## src/rtl/reg_rename_file.sv

```systemverilog
// reg_rename_file
//   Architectural register file plus a rename-tag table for each register.
//   This is the commit-side partner of the ROB. Dispatch marks a destination
//   register as pending on a ROB tag. A ROB commit writes the value and clears
//   the tag only if the tag still matches. A ROB flush (clear) drops every
//   pending tag. A tag of 0 means the register value is final.
//
// Ports
//   clk_in, rst_in       clock, asynchronous active-high reset
//   rdy_in               global enable; when 0, all state holds
//   clear                ROB flush pulse: drop all tags, ignore dispatch
//   dispatch_rdy         dispatch of one instruction this cycle
//   disp_rd, disp_tag    destination register and allocated ROB tag
//   disp_rs1, disp_rs2   source register indices
//   rs1_val / rs1_rely   value / pending tag of disp_rs1 (commit-bypassed)
//   rs2_val / rs2_rely   value / pending tag of disp_rs2 (commit-bypassed)
//   write_rdy            ROB commit writes a register this cycle
//   to_rd, write_val     commit destination and value
//   head_tag             ROB tag of the committing entry
//   pending_cnt          number of registers with a nonzero tag (debug)
module reg_rename_file #(
  parameter int NUM_REGS = 32,
  parameter int TAG_W    = 5,
  parameter int XLEN     = 32
) (
  input  logic             clk_in,
  input  logic             rst_in,
  input  logic             rdy_in,
  input  logic             clear,
  input  logic             dispatch_rdy,
  input  logic [4:0]       disp_rd,
  input  logic [TAG_W-1:0] disp_tag,
  input  logic [4:0]       disp_rs1,
  input  logic [4:0]       disp_rs2,
  output logic [XLEN-1:0]  rs1_val,
  output logic [TAG_W-1:0] rs1_rely,
  output logic [XLEN-1:0]  rs2_val,
  output logic [TAG_W-1:0] rs2_rely,
  input  logic             write_rdy,
  input  logic [4:0]       to_rd,
  input  logic [XLEN-1:0]  write_val,
  input  logic [TAG_W-1:0] head_tag,
  output logic [5:0]       pending_cnt
);

  logic [XLEN-1:0]  regs [NUM_REGS];
  logic [TAG_W-1:0] tags [NUM_REGS];

  logic commit_en;
  logic dispatch_en;

  assign commit_en   = rdy_in & write_rdy & (to_rd != 5'd0);
  assign dispatch_en = rdy_in & dispatch_rdy & ~clear & (disp_rd != 5'd0);

  // Register values and rename tags. Entry 0 is only ever reset, so x0 stays zero and untagged.
  always_ff @(posedge clk_in or posedge rst_in) begin
    if (rst_in) begin
      for (int i = 0; i < NUM_REGS; i++) begin
        regs[i] <= '0;
        tags[i] <= '0;
      end
    end else if (rdy_in) begin
      for (int i = 1; i < NUM_REGS; i++) begin
        // The commit value is written even during a flush (jal/jalr link register).
        if (commit_en && (to_rd == 5'(i))) begin
          regs[i] <= write_val;
        end
        // Priority order: flush, then a newer rename, then release by a matching commit.
        // An older commit never releases a newer rename.
        if (clear) begin
          tags[i] <= '0;
        end else if (dispatch_en && (disp_rd == 5'(i))) begin
          tags[i] <= disp_tag;
        end else if (commit_en && (to_rd == 5'(i)) && (tags[i] == head_tag)) begin
          tags[i] <= '0;
        end
      end
    end
  end

  // Source 1 read. A commit that is retiring the pending producer is forwarded in the same cycle.
  always_comb begin
    rs1_val  = regs[disp_rs1];
    rs1_rely = tags[disp_rs1];
    if (disp_rs1 == 5'd0) begin
      rs1_val  = '0;
      rs1_rely = '0;
    end else if (commit_en && (to_rd == disp_rs1) && (tags[disp_rs1] == head_tag)) begin
      rs1_val  = write_val;
      rs1_rely = '0;
    end else begin
      rs1_val  = regs[disp_rs1];
      rs1_rely = tags[disp_rs1];
    end
  end

  // Source 2 read, with the same commit forwarding as source 1.
  always_comb begin
    rs2_val  = regs[disp_rs2];
    rs2_rely = tags[disp_rs2];
    if (disp_rs2 == 5'd0) begin
      rs2_val  = '0;
      rs2_rely = '0;
    end else if (commit_en && (to_rd == disp_rs2) && (tags[disp_rs2] == head_tag)) begin
      rs2_val  = write_val;
      rs2_rely = '0;
    end else begin
      rs2_val  = regs[disp_rs2];
      rs2_rely = tags[disp_rs2];
    end
  end

  // Population count of the registers that have a nonzero tag.
  always_comb begin
    pending_cnt = 6'd0;
    for (int i = 0; i < NUM_REGS; i++) begin
      if (tags[i] != '0) begin
        pending_cnt = pending_cnt + 6'd1;
      end else begin
        pending_cnt = pending_cnt;
      end
    end
  end

endmodule

```

## config.mk

```make
export PLATFORM = sky130hd
export DESIGN_NAME = reg_rename_file
export DESIGN_NICKNAME = d
export VERILOG_FILES = /design/src/rtl/reg_rename_file.sv
export SDC_FILE = /design/constraint.sdc
export NUM_CORES = 2
export LEC_CHECK = 0
export CORE_ASPECT_RATIO = 0.5
export CORE_MARGIN = 2
export CORE_UTILIZATION = 57
export DETAILED_ROUTE_END_ITERATION = 16
export HOLD_SLACK_MARGIN = 0.08
export MAX_ROUTING_LAYER = met4
export PLACE_DENSITY = 0.8
export SETUP_SLACK_MARGIN = 0.02
export SYNTH_ARGS = -nofsm -noshare
export SYNTH_HDL_FRONTEND = slang
export SYNTH_SLANG_ARGS = --single-unit
```

## constraint.sdc

```tcl
create_clock -name clk_in -period 38.5 [get_ports clk_in]
set_input_delay 5.775 -clock clk_in [delete_from_list [all_inputs] [get_ports clk_in]]
set_output_delay 5.775 -clock clk_in [all_outputs]
set_load 0.02 [all_outputs]
```

==> impl_results.md <==
- Chip height: 249 um
- Synth top area cells: dfrtp_1 (42%), mux4_2 (22%), mux2_2 (18%)
- CTS Root Cell: clkbuf_16
- Final setup vio count: 0
- Die X: 494 um
- Fin nets: 4,901
- Peak VDD IR: 39.7 uV
- Routing usage on met2: 51.8%
- Most frequent cells in the layout: dfrtp_1 (1,147), mux2_2 (1,070), mux4_2 (667)
- Core Area: 0.118 mm^2
- Fin cells: 6,484
- Slew @ Worst Pin: 1.24 ns
- Synth top area share: 42.0%
- Comb pwr share: 21.2%
- Cell variety after synth: 82
- Final Slew Violations: 0
- Achievable Freq: 41.5 MHz
- Routed Antenna Nets: 0
- GR Util met3: 8.51%
- H-tree depth: 3
- Relative slew slack: 16.7%
- Hold/Removal Path Class: register to register
- # Post-CTS Setup Buffers: 0
- Fin. Hold Viols: 0
- CP arrival: 18.30 ns
- R2r worst-path depth: 5
- Clock Pin Slew Worst Setup and Hold Paths: 0.07 ns
- Unrepaired setup endpoints after global routing: false
- Layout cells sized above 1: 43.0%
- Number of buffers created by CTS: 108
- Final TNS setup: 0 ns
- Setup skew after layout: 0.00904 ns
- Psw: 0.000909 W
- Net Sw Frac: 28.0%
- DR WL/cell: 32.1 um
- Slowest-stage cell, CP: fa_1
- Post-synth net total: 5,015
- Syn Std Cell Area: 0.0684 mm^2
- Initial drt markers: 5,431
- Hold buffers post-CTS: 0
- Clk sinks: 1,147
- Yosys warns: 37
- Vias post-DR: 47,092
- Vias in the first global route: 48,245
- Die footprint: 0.123 mm^2
- Register area share after synthesis: 42.0%
- Drt pass-1 iters: 5
- Starting Density: 57.7%
- Post-synth EDFFs: 0
- Worst R2R Setup Slack: 36.65 ns
- Worst endpoint required time: 32.72 ns
- Leak Pwr: 32.1 nW
- Post-CTS sizing: 0
- Row Count: 89
- Cell Int Power: 0.00233 W
- WL final: 208,000 um
- #FFs+latches synth: 1,147
- Io pins: 148
- Worst-Skew Late Latency: 0.72 ns
- Fin crit period: 24.08 ns
- Grt met1 use: 47.4%
- Synthesized area per cell: 13.9 um^2
- Crit path launch type: register
- Status: completed
- Synthesized netlist cell count: 4,916
- Period utilisation layout: 62.5%
- RePlAce Congestion: 0.979
- Synth async-reset ratio: 100%
- Pwr Density: 43.5 mW/mm^2
- PortBufs: 147
- GRT busiest layer: met2
- CP most frequent cell: ha_1
- DR vias/cell: 7.26
- CTS tree: built
- Grt ovf: 0
- Commonest non-fill, non-tap cell in the layout: dfrtp_1
- Reg power frac: 44.7%
- CP peak stage delay: 0.66 ns
- Largest area contributor in the netlist: dfrtp_1
- Initial antenna violation count: 8
- Fill count: 8,374
- HPWL Detailed: 123,000 um
- Layout area overhead: 9.07%
- Largest net degree at the start of global routing: 191
- CTS max path bufs: 3
- Crit Path Max Fanout: 11
- MaxCap Viol Count: 0
- Crit. End Element: primary output
- Dpl cells: 6,284
- Clock share of power: 34.1%
- Top_reg_cell synth: dfrtp_1
- Drt drc: 0
- Setup CP Type: register to primary output
- Hold Path Stages: 1
- Overall Global Routing Usage: 35.1%
- First-pass GRT wire length: 314,000 um
==> synthesized netlist by cell type, types with 50 or more instances <==
cell type  number
a22o_1        154
buf_1         127
clkbuf_1      331
dfrtp_1      1147
mux2_2       1070
mux2i_1        85
mux4_2        667
nand2_1       250
nor2_1        117
nor3_1         50
o21ai_0       194
xnor2_1       159
xor2_1        115
==> kinds of logic (layout without fill, tap and decap cells) <==
| group | after synthesis | count (layout) | share of synthesized area [%] |
|---|---|---|---|
| AND/OR/NAND/NOR | 635 | 635 | 4.49 |
| XOR/XNOR | 303 | 303 | 4.49 |
| multiplexers | 1822 | 1822 | 40.8 |
| adder cells (fa/ha/maj) | 31 | 31 | 0.578 |
| AO/OA/AOI/OAI | 495 | 495 | 4.98 |
| buffers and inverters | 483 | 450 | 2.67 |
| flip-flops | 1147 | 1147 | 42.0 |
| other | 0 | 9 | 0 |
==> flip-flops by register name (all words and copies together) (netlist names) <==
register and count:
regs 992, tags 155
==> layout make-up <==
cell class                      count  area (um^2)  area share (%)
Inverter                           23         98.8           0.133
Antenna cell                        9         22.5          0.0302
Clock inverter                     35          428           0.574
Tap cell                         1592         1990            2.67
Timing Repair Buffer              236         2150            2.89
Sequential cell                  1147        28700            38.5
Clock buffer                      156         3150            4.22
Multi-Input combinational cell   3286        38000            51.0
==> power groups by stage <==
stage | Clock [W] | Sequential (W) | Combinational [W]
after global routing | 0.00116 | 0.00146 | 0.000729
after floorplan | 0 | 0.00143 | 0.000517
after CTS | 0.00111 | 0.00144 | 0.000683
after global placement | 0 | 0.00144 | 0.000656
final | 0.00111 | 0.00145 | 0.000687
after detailed placement | 0 | 0.00147 | 0.000679
==> critical path: cells and delay by family (launching register included) <==
family,cells,cell delay (ns)
AOI/OAI and AO/OA,25,4.48
xor gates and xnor gates,11,2.46
adders and majority gates,15,4.50
buffers and inverters,4,0.75
DFF,1,0.46
muxes,5,0.94
and+or+nand+nor,21,4.00
==> per-layer routing <==
metal,part of all wire (%),up-vias
met1,38,24946
met3,11,600
li1,-,18635
met2,46,2911
met5,0,-
met4,4.1,0
==> final timing paths <==
kind	start	end
min in group asynchronous	rst_in	regs[180]
max in group asynchronous	rst_in	tags[137]
max reg2reg	tags[103]	tags[104]
max	tags[135]	pending_cnt[5]
min reg2reg	regs[240]	regs[240]
min	regs[240]	regs[240]
==> through the flow <==
step | instance area [um^2] | power, W | utilization, % | hold WS, ns | worst slack (ns)
finish | 74600 | 0.00324 | 63.0 | 0.526 | 14.42
global route | 74600 | 0.00335 | 63.0 | 0.535 | 13.04
CTS | 74600 | 0.00324 | 62.9 | 0.524 | 14.59
detailed placement | 71000 | 0.00214 | 59.9 | 0.510 | 15.44
global placement | 71000 | 0.00210 | 59.9 | 0.500 | 16.00
floorplan | 68400 | 0.00195 | - | 0.491 | 0.421
Power figures use the tool's default switching activity.
